### src/rtl/hazard_stall_controller.sv
// Pipeline sequencing controller: load-use stalls, memory-wait freezes, branch flushes,
// a memory-access watchdog and saturating stall/flush statistics.
module hazard_stall_controller #(
    parameter int TIMEOUT = 64,
    parameter int CNT_W   = 16
) (
    input  logic             clk_i,
    input  logic             rst_i,
    input  logic [4:0]       IF_ID_RS1,
    input  logic [4:0]       IF_ID_RS2,
    input  logic             IF_ID_UseRS2,
    input  logic             ID_EX_MemRead,
    input  logic [4:0]       ID_EX_Rd,
    input  logic             Branch_Taken,
    input  logic             MEM_Req,
    input  logic             MEM_Ack,
    output logic             PC_Write,
    output logic             IF_ID_Write,
    output logic             IF_ID_Flush,
    output logic             ID_EX_Bubble,
    output logic             Pipe_Freeze,
    output logic             Halt,
    output logic [CNT_W-1:0] Stall_Cnt,
    output logic [CNT_W-1:0] Flush_Cnt
);

    localparam int WAIT_W = $clog2(TIMEOUT + 1);

    typedef enum logic [1:0] {RUN, MEM_WAIT, ERROR} state_t;

    state_t            state;
    logic [WAIT_W-1:0] waitCnt;
    logic              loadUse;
    logic              memWait;

    // x0 is hardwired to zero, so a load targeting it can never create a dependence.
    assign loadUse = ID_EX_MemRead && (ID_EX_Rd != 5'd0) &&
                     ((ID_EX_Rd == IF_ID_RS1) || (IF_ID_UseRS2 && (ID_EX_Rd == IF_ID_RS2)));
    assign memWait = MEM_Req && !MEM_Ack;

    always_comb begin
        // NOTE: every output gets a default first so no path leaves one unassigned (no latches).
        PC_Write     = 1'b1;
        IF_ID_Write  = 1'b1;
        IF_ID_Flush  = 1'b0;
        ID_EX_Bubble = 1'b0;
        Pipe_Freeze  = 1'b0;
        if (!rst_i) begin
            if (state == ERROR || memWait) begin
                PC_Write    = 1'b0;
                IF_ID_Write = 1'b0;
                Pipe_Freeze = 1'b1;
            end else if (loadUse) begin
                PC_Write     = 1'b0;
                IF_ID_Write  = 1'b0;
                ID_EX_Bubble = 1'b1;
            end else if (Branch_Taken) begin
                IF_ID_Flush = 1'b1;
            end
        end
    end

    // NOTE: sequential state uses non-blocking assignments only, so every register samples pre-edge values.
    always_ff @(posedge clk_i or posedge rst_i) begin
        if (rst_i) begin
            state     <= RUN;
            waitCnt   <= '0;
            Halt      <= 1'b0;
            Stall_Cnt <= '0;
            Flush_Cnt <= '0;
        end else begin
            if (!PC_Write && (Stall_Cnt != '1))
                Stall_Cnt <= Stall_Cnt + CNT_W'(1);
            if (IF_ID_Flush && (Flush_Cnt != '1))
                Flush_Cnt <= Flush_Cnt + CNT_W'(1);

            case (state)
                RUN: begin
                    if (memWait) begin
                        state   <= MEM_WAIT;
                        waitCnt <= WAIT_W'(1);
                    end
                end
                MEM_WAIT: begin
                    if (!memWait) begin
                        state   <= RUN;
                        waitCnt <= '0;
                    end else if (waitCnt == WAIT_W'(TIMEOUT)) begin
                        state <= ERROR;
                        Halt  <= 1'b1;
                    end else begin
                        waitCnt <= waitCnt + WAIT_W'(1);
                    end
                end
                ERROR:   state <= ERROR;
                default: state <= RUN;
            endcase
        end
    end

endmodule

### config.mk
export PLATFORM = sky130hd
export DESIGN_NAME = hazard_stall_controller
export DESIGN_NICKNAME = d
export VERILOG_FILES = /design/src/rtl/hazard_stall_controller.sv
export SDC_FILE = /design/constraint.sdc
export NUM_CORES = 1
export LEC_CHECK = 0
export ABC_AREA = 1
export CORE_MARGIN = 10
export CORE_UTILIZATION = 51
export DETAILED_ROUTE_END_ITERATION = 16
export GPL_TIMING_DRIVEN = 0
export PLACE_DENSITY = 0.81
export SLEW_MARGIN = 5
export SYNTH_ARGS = -nofsm -noshare
export SYNTH_HDL_FRONTEND = slang
export SYNTH_SLANG_ARGS = --single-unit
### constraint.sdc
create_clock -name clk_i -period 3.22 [get_ports clk_i]
set_input_delay 0.483 -clock clk_i [delete_from_list [all_inputs] [get_ports clk_i]]
set_output_delay 0.483 -clock clk_i [all_outputs]
set_load 0.02 [all_outputs]
# After elaboration in Yosys (flattened, before gate mapping)
# Index checks and enable logic that the tools add are counted.
dict set report totals {
  regBits 42
  inputBits 22
  output_inout_bits 38
  wordCells 54
}
dict set report classes {
  add_sub_neg 3
  n_eq_ne 10
  n_mux 20
  n_reduce_logical 16
}
# op count
set ops {}
lappend ops {{16-bit by 1-bit adder with 16-bit output (second input constant)} 2}
lappend ops {{16-bit != test (second input constant)} 2}
lappend ops {{7-bit two-way mux} 3}
lappend ops {{7-bit one-hot mux with 2 select lines} 1}
lappend ops {{1-bit two-way mux} 12}
lappend ops {{5-bit equality test} 2}
lappend ops {{7-bit by 1-bit adder with 7-bit output (second input constant)} 1}
lappend ops {{7-bit equality test (second input constant)} 1}
lappend ops {{1-bit logical AND} 6}
lappend ops {{2-bit two-way mux} 3}
lappend ops {{3-bit != test (second input constant)} 2}
lappend ops {{2-bit one-hot mux with 3 select lines} 1}
lappend ops {{3-bit AND reduction} 2}
lappend ops {{5-bit nonzero test} 1}
lappend ops {{2-bit by 1-bit equality test with 1-bit output (second input constant)} 1}
lappend ops {{2-bit equality test (second input constant)} 1}
lappend ops {{1-bit logical NOT} 2}
lappend ops {{2-bit logical NOT} 1}
lappend ops {{1-bit logical OR} 2}
lappend ops {{2-bit != test (second input constant)} 1}
lappend ops {{2-bit AND reduction} 1}
lappend ops {{2-bit nonzero test} 1}

# Depth between registers and ports, before layout
dict set report logic_depth {
  depth_word 9
  depth_mapped 12
  depth_no_buf 11
}

# Worst setup path before layout
# No wires, ideal clock.
dict set report synth_timing {
  path_type {in2out}
  from {in rst_i}
  to {out PC_Write}
  t_arrival_ps 2357
  required_ps 2737
  path_slack_ps 380
  cell_stages 6
  path_buffers 2
  path_cell_list {inv_1 nand3_1 nand2_4 buf_4 inv_1 buf_4}
}
dict set report synth_between {
  elab_chain_len 1
}
# item line
set synth_rtl {}
lappend synth_rtl {{start: declaration} 8} ;# input logic rst_i,
lappend synth_rtl {{1-bit two-way mux} n/a}
lappend synth_rtl {{end: declaration} 17} ;# output logic PC_Write,
# No other way between the ends.

# Final worst setup path
dict set report layout_timing {
  from {in ID_EX_Rd[4]}
  to {out PC_Write}
}
dict set report layout_between {
  elab_chain_len 7
  word_cells_on_any_way 10
  cone_classes {eq/ne (2); mux (3); reduce/logical (5)}
}
# item line
set layout_rtl {}
lappend layout_rtl {{start: declaration} 13} ;# input logic [4:0] ID_EX_Rd,
lappend layout_rtl {{5-bit equality test} 38} ;# ((ID_EX_Rd == IF_ID_RS1) || (IF_ID_UseRS2 && (ID_EX_Rd == IF_ID_RS2)));
lappend layout_rtl {{1-bit logical AND} 38}
lappend layout_rtl {{1-bit logical OR} 38}
lappend layout_rtl {{1-bit logical AND (*)} 37} ;# assign loadUse = ID_EX_MemRead && (ID_EX_Rd != 5'd0) &&
lappend layout_rtl {{1-bit two-way mux (*)} 53} ;# end else if (loadUse) begin
lappend layout_rtl {{1-bit two-way mux (*)} 49} ;# if (state == ERROR || memWait) begin
lappend layout_rtl {{1-bit two-way mux (*)} 48} ;# if (!rst_i) begin
# Mark *: on every way between the ends. The rest lies on a longest branch, timed or not.

==> implementation parameters <==
Parameter                              Value

Critical path
  Required time of the critical path ... 2.74 ns
  First element of the critical path ... ID_EX_Rd[4]
  Nature of the critical path endpoint ... output port
  CP startpoint kind ... input pin
  Critical register-to-register path startpoint ... Stall_Cnt[0]
  Arrival time reported for the critical path endpoint ... 2.52 ns
  Setup CP Type ... in -> out
  Maximum fanout along the worst path ... 10

Timing
  Setup repair after global routing missed its margin ... false
  Worst path setup slack after routing ... 0.213 ns
  Max-Slew Margin vs Limit ... 0.714
  Max frequency ... 333 MHz
  Final setup violation count ... 0
  Time the worst path needs with I/O delays and setup ... 3.01 ns
  Final worst-path cycle share ... 0.934
  Hold Violations, Final ... 0
  Final setup skew ... 0.00410 ns
  Transition time at the pin with the least slew margin ... 0.426 ns
  Max-slew violation count ... 0

Floorplan
  Std cell rows ... 26
  Top-level port count ... 60
  Die span in y ... 93.5 um
  DIE AREA ... 0.00874 mm2
  Effective utilization at floorplan ... 0.533
  Core region area ... 0.00517 mm2
  Die X-Extent ... 93.5 um

Yosys
  Cell type contributing the most total cell area after synthesis ... dfrtp_1
  Yosys warnings ... 0
  Synthesized-area fraction occupied by adder cells ... 0.0182
  Share of cell area taken by muxes after synthesis ... 0
  Most frequent cells after synthesis ... nand2_1, nand3_1, inv_1, dfrtp_1, nor2_1
  Combinational family with the most area after synthesis ... simple AND/OR/NAND/NOR gates
  Dominant cell by count in the synthesized netlist ... nand2_1
  Post-synthesis cell type count ... 23
  Syn nets ... 416
  Share of the synthesized area in the top cell type ... 0.381
  Most used DFF post-synth ... dfrtp_1
  Mean instance size in the synthesized netlist ... 7.06 um2
  Seq cells post-synth ... 42
  Post-synthesis share of cell area spent on xor and xnor gates ... 0.0922
  Cells after Synth ... 390
  Share of async-settable or async-resettable flops after synthesis ... 1.00
  Post-synthesis sequential area ratio ... 0.381
  Most area-consuming cells after synthesis ... dfrtp_1, nand2_1, nand3_1, inv_1, xor2_1
  Fraction of the mapped netlist area in compound gates ... 0.0304
  Post-synth EDFFs ... 0
  Mapped cell area ... 0.00276 mm2
  Simple-gate portion of the synthesized area ... 0.389

GRT
  Via count of the first global-routing pass ... 2427
  Number of antenna violations at the first check in global routing ... 0
  Remaining Overflow, GRT ... 0
  Global Route Usage Sum ... 0.153
  Wire length of the first global-routing pass ... 11200 um
  Maximum number of pins on one net before global-route repair ... 33

CTS
  Clock tree from TritonCTS ... built
  Root Driver ... clkbuf_8
  Post-CTS setup buffer count ... 0
  Number of levels the H-tree was split into ... 2
  Number of buffers added to fix hold violations after cts ... 0
  Clock insertion delay at the later pin of the skew report ... 0.30 ns
  Worst-path clk slew ... 0.08 ns
  Clock Sinks ... 42
  Clock buffer count from CTS ... 5
  Maximum buffer depth of the clock tree ... 2

Routing
  TritonRoute pass-1 iters ... 4
  Violation count after the first detailed-routing iteration ... 95
  Average via count per standard cell ... 4.88
  Number of vias in the routed layout ... 2574
  Antenna violation net count after detailed routing ... 0
  Routed wire per std cell ... 12.4 um
  Post-Route WL ... 6530 um
  Final routed DRC violation total ... 0

Power
  Leakage dissipation ... 0.00165 uW
  VDD IR max ... 0.174 mV
  Power Density ... 336 mW/mm2

Final layout
  Layout Utilization ... 0.687
  Total of fill cells in the finished design ... 400
  Share of layout cells above drive strength 1 ... 0.0655
  Antenna diode instance count ... 0
  Nets@finish ... 483
  Layout Area Growth over Synthesis ... 28.9%

Placed design
  Detail Placement HPWL ... 5290 um
  Count of buffers inserted at the top-level ports ... 59
  Setup WS pre-CTS ... -0.116 ns
  Routability congestion estimate from global placement ... 0.982

Run status
  Outcome ... finished, final reports clean

Worst hold path
  Class of the tightest hold or removal check ... in -> async

Run
  Max capacitance violation total ... 0
-- where the power goes --
group | internal [uW] | switching [uW] | total, uW | leakage [uW]
clock | 172 | 183 | 355 | 0.0000472
sequential | 553 | 42.8 | 596 | 0.000565
combinational | 117 | 123 | 241 | 0.00104
-- worst max-delay path, cell delays in order --
cell and delay [ns]:
clkdlybuf4s50_1 0.54, inv_1 0.08, nand2_1 0.06, nand2_1 0.05, nor2_1 0.11, nand3_1 0.08
nand2_1 0.11, nand3_1 0.14, nand2_4 0.16, buf_4 0.19, inv_1 0.07, buf_4 0.13
dlygate4sd2_1 0.31
-- cell usage in the layout (no fill, tap or decap), drive strengths merged, types with 2 or more instances in the layout --
cell / count
nand2: 134
clkdlybuf4s50: 56
nand3: 53
inv: 47
dfrtp: 42
nor2: 35
xor2: 18
nor3: 14
o21ai: 13
xnor2: 11
buf: 10
nand4: 6
clkbuf: 6
ha: 4
dlygate4sd2: 2
nand3b: 2
-- layer usage --
| metal | global-route usage | wire (um) | vias up |
|---|---|---|---|
| li1 | - | - | 1361 |
| met1 | 0.183 | 2880 | 1169 |
| met2 | 0.269 | 3290 | 39 |
| met3 | 0.0400 | 310 | 5 |
| met4 | 0.0283 | 44 | 0 |
| met5 | 0 | 0 | - |
-- area by class of cell --
class / count / area (um2) / area share
Multi-Input combinational cell: 292 / 1460 / 0.411
Sequential cell: 42 / 1050 / 0.296
Timing Repair Buffer: 60 / 611 / 0.172
Inverter: 47 / 179 / 0.0504
Tap cell: 70 / 87.6 / 0.0247
Clock buffer: 6 / 82.6 / 0.0233
Buffer: 9 / 68.8 / 0.0194
Clock inverter: 2 / 12.5 / 0.00352
-- state kept, by name, summed over array words and instances (netlist names) --
name,cells
waitCnt,7
state,2
Halt,1
Stall_Cnt,16
Flush_Cnt,16
-- worst paths after layout --
check	slack (ns)	cells after the start	end
max in group asynchronous	2.36	3	Flush_Cnt[9]
setup reg to reg	1.37	7	Stall_Cnt[11]
setup / recovery	0.21	13	PC_Write
hold reg to reg	0.49	2	Halt
min in group clk_i	0.49	2	Halt
hold / removal	0.45	2	Stall_Cnt[9]
-- logic make-up (layout without fill, tap and decap cells) --
kind of cell | Yosys count | in the layout
XOR/XNOR | 29 | 29
adder cells (fa/ha/maj) | 4 | 4
AO/OA/AOI/OAI | 15 | 15
buffers and inverters | 56 | 124
flip-flops | 42 | 42
AND/OR/NAND/NOR | 244 | 244
-- stage by stage --
step | instances | hold slack, ns | cell area, um2 | total power [uW] | setup TNS, ns
after global routing | 528 | 0.461 | 3550 | 1260 | 0
after CTS | 528 | 0.448 | 3550 | 1210 | 0
after floorplan | 390 | 0.508 | 2760 | 728 | 0
after global placement | 519 | 0.450 | 3430 | 838 | -4.00
final | 528 | 0.451 | 3550 | 1190 | 0
after detailed placement | 520 | 0.473 | 3450 | 850 | -0.130
-- repair_timing --
action	4_1_cts	5_1_grt
endpoints found under the hold margin	0	0
endpoints found under the setup margin	2	1
gates resized for setup	3	1
Note: power is estimated with default switching activity, not from simulation.
==> patch 1 (same flow settings) <==
`CNT_W`: 16 -> 32.
--- a/src/rtl/hazard_stall_controller.sv
+++ b/src/rtl/hazard_stall_controller.sv
@@ -4,3 +4,3 @@
     parameter int TIMEOUT = 64,
-    parameter int CNT_W   = 16
+    parameter int CNT_W   = 32
 ) (
Interface: changed (resized Flush_Cnt and Stall_Cnt); port bits go from 60 to 92. The function was not compared with the original's and may differ.
==> patch 1 against the original RTL <==
Sequential cell count grew 32. Hold slack gained 0.026 ns. Design area grew 82%. Synthesized area grew 85%. Setup slack gained 0.0095 ns. Routed wire length grew 140%. Sequential power grew 67%. Total power grew 78%. Sequential share of layout area shrank 0.96 points. Critical endpoint is now ID_EX_Bubble. Largest power group unchanged. Highest routed layer unchanged.
==> patch 1: results (changes against the original RTL) <==
status=finished clean; total CTS buffers=9 (+4); GRT Total Usage=21.8% (+6.5 points); critical path startpoint=ID_EX_Rd[4]; Place WS=-0.534 ns (-0.418 ns); synth top area cells=dfrtp_1 (36%), nand2_1 (24%), nand3_1 (7.6%); number of synthesis warnings=0 (unchanged); crit path capture=ID_EX_Bubble; Starting DRT DRC Count=351 (+270%); met1 GRT Util=26.3% (+8.0 points); tightest hold margin=0.477 ns (+0.0263 ns); fin cells=1010 (+91%); root buffer cell=clkbuf_8; Crit Reg-Reg Startpoint=Flush_Cnt[0]; clk_skew=0.0120 ns (+0.00790 ns); initial antenna violation count=0 (unchanged); vias=5331 (+110%); async set-reset flop share out of synthesis=100% (unchanged); Final GP Congestion=1.00 (+2.1%); vias in the first global route=5389 (+120%); Final nets=898 (+86%); VDD IR max=0.000392 V (+130%); WL final=15.5 mm (+140%); crit-path leading delay family=buffers and inverters; slew margin rel.=54.6% (-17 points); Regs by FF count=Flush_Cnt x32, Stall_Cnt x32, waitCnt x7; worst reg-to-reg setup slack=1.06 ns (-0.31 ns); Worst Hold Class=reg2reg; reg2reg end=Flush_Cnt[30]; Initial DRT Pass Iterations=6 (+2); number of port buffers=91 (+54%); Cell variety after synth=30 (+30%); Post-Synthesis Cells=767 (+97%); critical path arrival=2.51 ns (about the same); Syn Nets=793 (+91%); Leakage=0.00307 uW (+86%); R2R depth=10 (+3); largest net degree at the start of global routing=37 (+12%); Max Clock Freq=334 MHz (+0.32%); post-synthesis sequential area ratio=36.3% (-1.9 points); met2 GRT Util=37.2% (+10 points); DPL Wire Length=12.1 mm (+130%); placed insts=993 (+91%); Clock transition at path regs=~0.09 ns; first-pass GRT wire length=26.3 mm (+140%); ratio of cells with drive above 1 in the final layout=6.16% (-0.39 points); Max clock buf depth=2 (unchanged); Synth top cells by count=nand2_1 (321), nor2_1 (93), nand3_1 (78), dfrtp_1 (74), inv_1 (57); CP max stage cell=clkdlybuf4s50_1; Worst path max stage delay=0.63 ns (+0.09 ns); critical path fanouts, max=4 (-6); met3 Track Usage GR=5.20% (+1.2 points); clk_lat worst skew=0.36 ns (+0.06 ns); H-tree depth=3 (+1); # hold bufs at CTS=0 (unchanged); # diodes=0 (unchanged)
patch 1: cell type report:
cell class                 count  area, sq um
buffer                        18          130
clock buffer                  10          128
clock inverter                 6         90.1
fill                         886         3310
inverter                      59          225
multi-input combinational    616         2910
sequential                    74         1850
tap                          133          166
timing repair buffer          94          961
patch 1: kinds of logic (layout without fill, tap and decap cells):
kind of cell,after synthesis,in the layout,synth area share (%)
AO/OA/AOI/OAI,16,16,1.67
XOR/XNOR,45,45,7.72
adder cells (fa/ha/maj),4,4,0.980
buffers and inverters,77,187,6.81
flip-flops,74,74,36.3
AND/OR/NAND/NOR,551,551,46.6
patch 1: where the power goes:
group / total, uW / internal, uW / switching, uW
clock: 835 / 440 / 395
sequential: 996 / 955 / 41.6
combinational: 288 / 126 / 162
patch 1: worst min-delay path by stage:
stage	startpoint	cells past startpoint	endpoint
2_1_floorplan	state[1]	2	state[1]
3_3_place_gp	Halt	2	Halt
3_5_place_dp	Halt	2	Halt
4_1_cts	Halt	2	Halt
5_1_grt	rst_i	3	Flush_Cnt[24]
6_report	Halt	2	Halt
patch 1: what timing repair did:
action	in CTS	in global routing
setup buffers	1	0
hold endpoints to repair	0	0
resized for setup	5	2
setup endpoints to repair	3	2
patch 1: routing by layer:
layer	part of all wire [%]	wire, microns
met4	2.2	347
met5	0	0
met3	6.4	988
met2	49	7570
met1	42	6570
patch 1: metrics by stage:
step	setup TNS [ns]	area (sq um)
after floorplan	0	5110
after global placement	-31.51	6190
after detailed placement	-1.46	6230
after CTS	0	6460
after global routing	0	6470
final	0	6470
patch 1: worst reg2reg max path, delay by kind of cell, from the launching register on:
kind	cells	cell delay (ns)
DFF	1	0.43
and+or+nand+nor	7	1.17
adders and majority gates	1	0.23
buffers and inverters	2	0.22
==> patch 2 (same flow settings) <==
Without the edit above. Register the output `Flush_Cnt` once more; this adds one clock of latency there. The other outputs are not delayed to match.
--- a/src/rtl/hazard_stall_controller.sv
+++ b/src/rtl/hazard_stall_controller.sv
@@ -29,2 +29,4 @@
     typedef enum logic [1:0] {RUN, MEM_WAIT, ERROR} state_t;
+
+    logic [CNT_W-1:0] Flush_Cnt_s0;
 
@@ -69,3 +71,3 @@
             Stall_Cnt <= '0;
-            Flush_Cnt <= '0;
+            Flush_Cnt_s0 <= '0;
         end else begin
@@ -73,4 +75,4 @@
                 Stall_Cnt <= Stall_Cnt + CNT_W'(1);
-            if (IF_ID_Flush && (Flush_Cnt != '1))
-                Flush_Cnt <= Flush_Cnt + CNT_W'(1);
+            if (IF_ID_Flush && (Flush_Cnt_s0 != '1))
+                Flush_Cnt_s0 <= Flush_Cnt_s0 + CNT_W'(1);
 
@@ -100,2 +102,6 @@
 
+    always_ff @(posedge clk_i) begin
+        Flush_Cnt <= Flush_Cnt_s0;
+    end
+
 endmodule
Function: changed (a bounded check fails within 4 cycles, from zero or initial values and one cycle with rst_i high).
==> patch 2 against the original RTL <==
Setup slack worse by 0.035 ns. Total power up 63%. Sequential cell count up 16. Design area up 11%. Routed wire length up 13%. Critical path depth unchanged. Largest power group unchanged. Synthesized area up 11%. Critical endpoint unchanged. Die area up 8.2%. Highest routed layer unchanged.
==> patch 2: results (changes against the original RTL) <==
Synth Area in Adders=1.64% (-0.17 points); placed insts=541 (+4.0%); Clock transition at path regs=0.07 ns; multi-input logic area=0.00146 sq mm (about the same); Regs by FF count=Flush_Cnt x16, Flush_Cnt_s0 x16, Stall_Cnt x16; Initial DRT Pass Iterations=5 (+1); Final nets=503 (+4.1%); initial antenna violation count=0 (unchanged); Syn Nets=432 (+3.8%); via-per-instance ratio=4.98 (+2.1%); GRT Total Usage=15.8% (+0.56 points); H-tree depth=3 (+1); slew margin rel.=63.5% (-7.9 points); Synth top cells by count=nand2_1 (129), nand3_1 (50), inv_1 (47), dfrtp_1 (42), nor2_1 (34); Final GP Congestion=0.849 (-13%); syn avg cell area=7.50 sq um (+6.2%); placed instance area=0.00375 sq mm (+8.6%); first-pass GRT wire length=12.6 mm (+13%); clk_lat worst skew=0.34 ns (+0.04 ns); Place WS=-0.230 ns (-0.114 ns); FILL cells=485 (+21%); critical path arrival=2.56 ns (+0.04 ns); clk_skew=0.00873 ns (+0.00464 ns); Cell variety after synth=25 (+8.7%); Synth Area in Compound Gates=2.88% (-0.17 points); Leakage=0.00184 uW (+12%); async set-reset flop share out of synthesis=72.4% (-28 points); Worst path max stage delay=0.56 ns (+0.02 ns); Post-synth top flop=dfrtp_1; total CTS buffers=9 (+4); WL/cell=13.3 microns (+7.4%); ratio of cells with drive above 1 in the final layout=6.22% (-0.33 points); WL final=7.40 mm (+13%); Starting DRT DRC Count=107 (+13%); status=finished clean
==> patch 2: cell types whose count changed after synthesis, moves of 3 or more <==
cell / unedited run / this run
dfxtp_1: 0 / 16
nand2_1: 132 / 129
nand3_2: 3 / 0
nand4_1: 6 / 9
nor2_1: 31 / 34
nor3_1: 14 / 11
o21ai_0: 11 / 15
==> patch 2: area by class of cell <==
cell class	instances	area share, %
Clock buffer	14	4.11
Tap cell	75	2.37
Timing Repair Buffer	60	15.3
Inverter	47	4.46
Multi-Input combinational cell	292	36.8
Clock inverter	2	0.885
Buffer	9	1.36
Sequential cell	58	34.7
==> patch 2: report_power, final <==
group | switching [uW] | internal, uW | total (uW)
clock network | 281 | 400 | 680
logic | 205 | 183 | 387
registers | 80.4 | 799 | 880
total | 566 | 1380 | 1950
==> patch 2: cells by family after synthesis <==
kind of cell,after synthesis
flip-flops,58
XOR/XNOR,30
AO/OA/AOI/OAI,17
AND/OR/NAND/NOR,241
buffers and inverters,56
adder cells (fa/ha/maj),4
==> patch 2: layer usage <==
metal  track usage, %  part of all wire (%)
met1             16.8                    42
met2             28.7                    51
met3             4.84                   5.3
met4             5.82                   1.9
met5                0                     0
==> patch 2: metrics by stage <==
| step | total power (uW) | hold slack [ns] |
|---|---|---|
| finish | 1950 | 0.352 |
| global route | 2040 | 0.353 |
| CTS | 1960 | 0.339 |
| detailed placement | 1280 | 0.396 |
| global placement | 1260 | 0.387 |
| floorplan | 1090 | 0.368 |
==> patch 2: worst paths after layout <==
kind / from / endpoint / slack [ns] / depth (start not counted)
max: ID_EX_Rd[4] / PC_Write / 0.18 / 13
min: rst_i / waitCnt[2] / 0.35 / 2
max reg2reg: Stall_Cnt[0] / Stall_Cnt[12] / 1.18 / 9
min reg2reg: Flush_Cnt_s0[15] / Flush_Cnt[15] / 0.41 / 0
max in group asynchronous: rst_i / Stall_Cnt[12] / 2.42 / 3
min in group clk_i: Flush_Cnt_s0[15] / Flush_Cnt[15] / 0.41 / 0
==> patch 2: repair_timing <==
item	CTS	global route
endpoints found under the setup margin	3	1
pin swaps	0	0
hold buffers	0	0
gates resized for setup	6	2
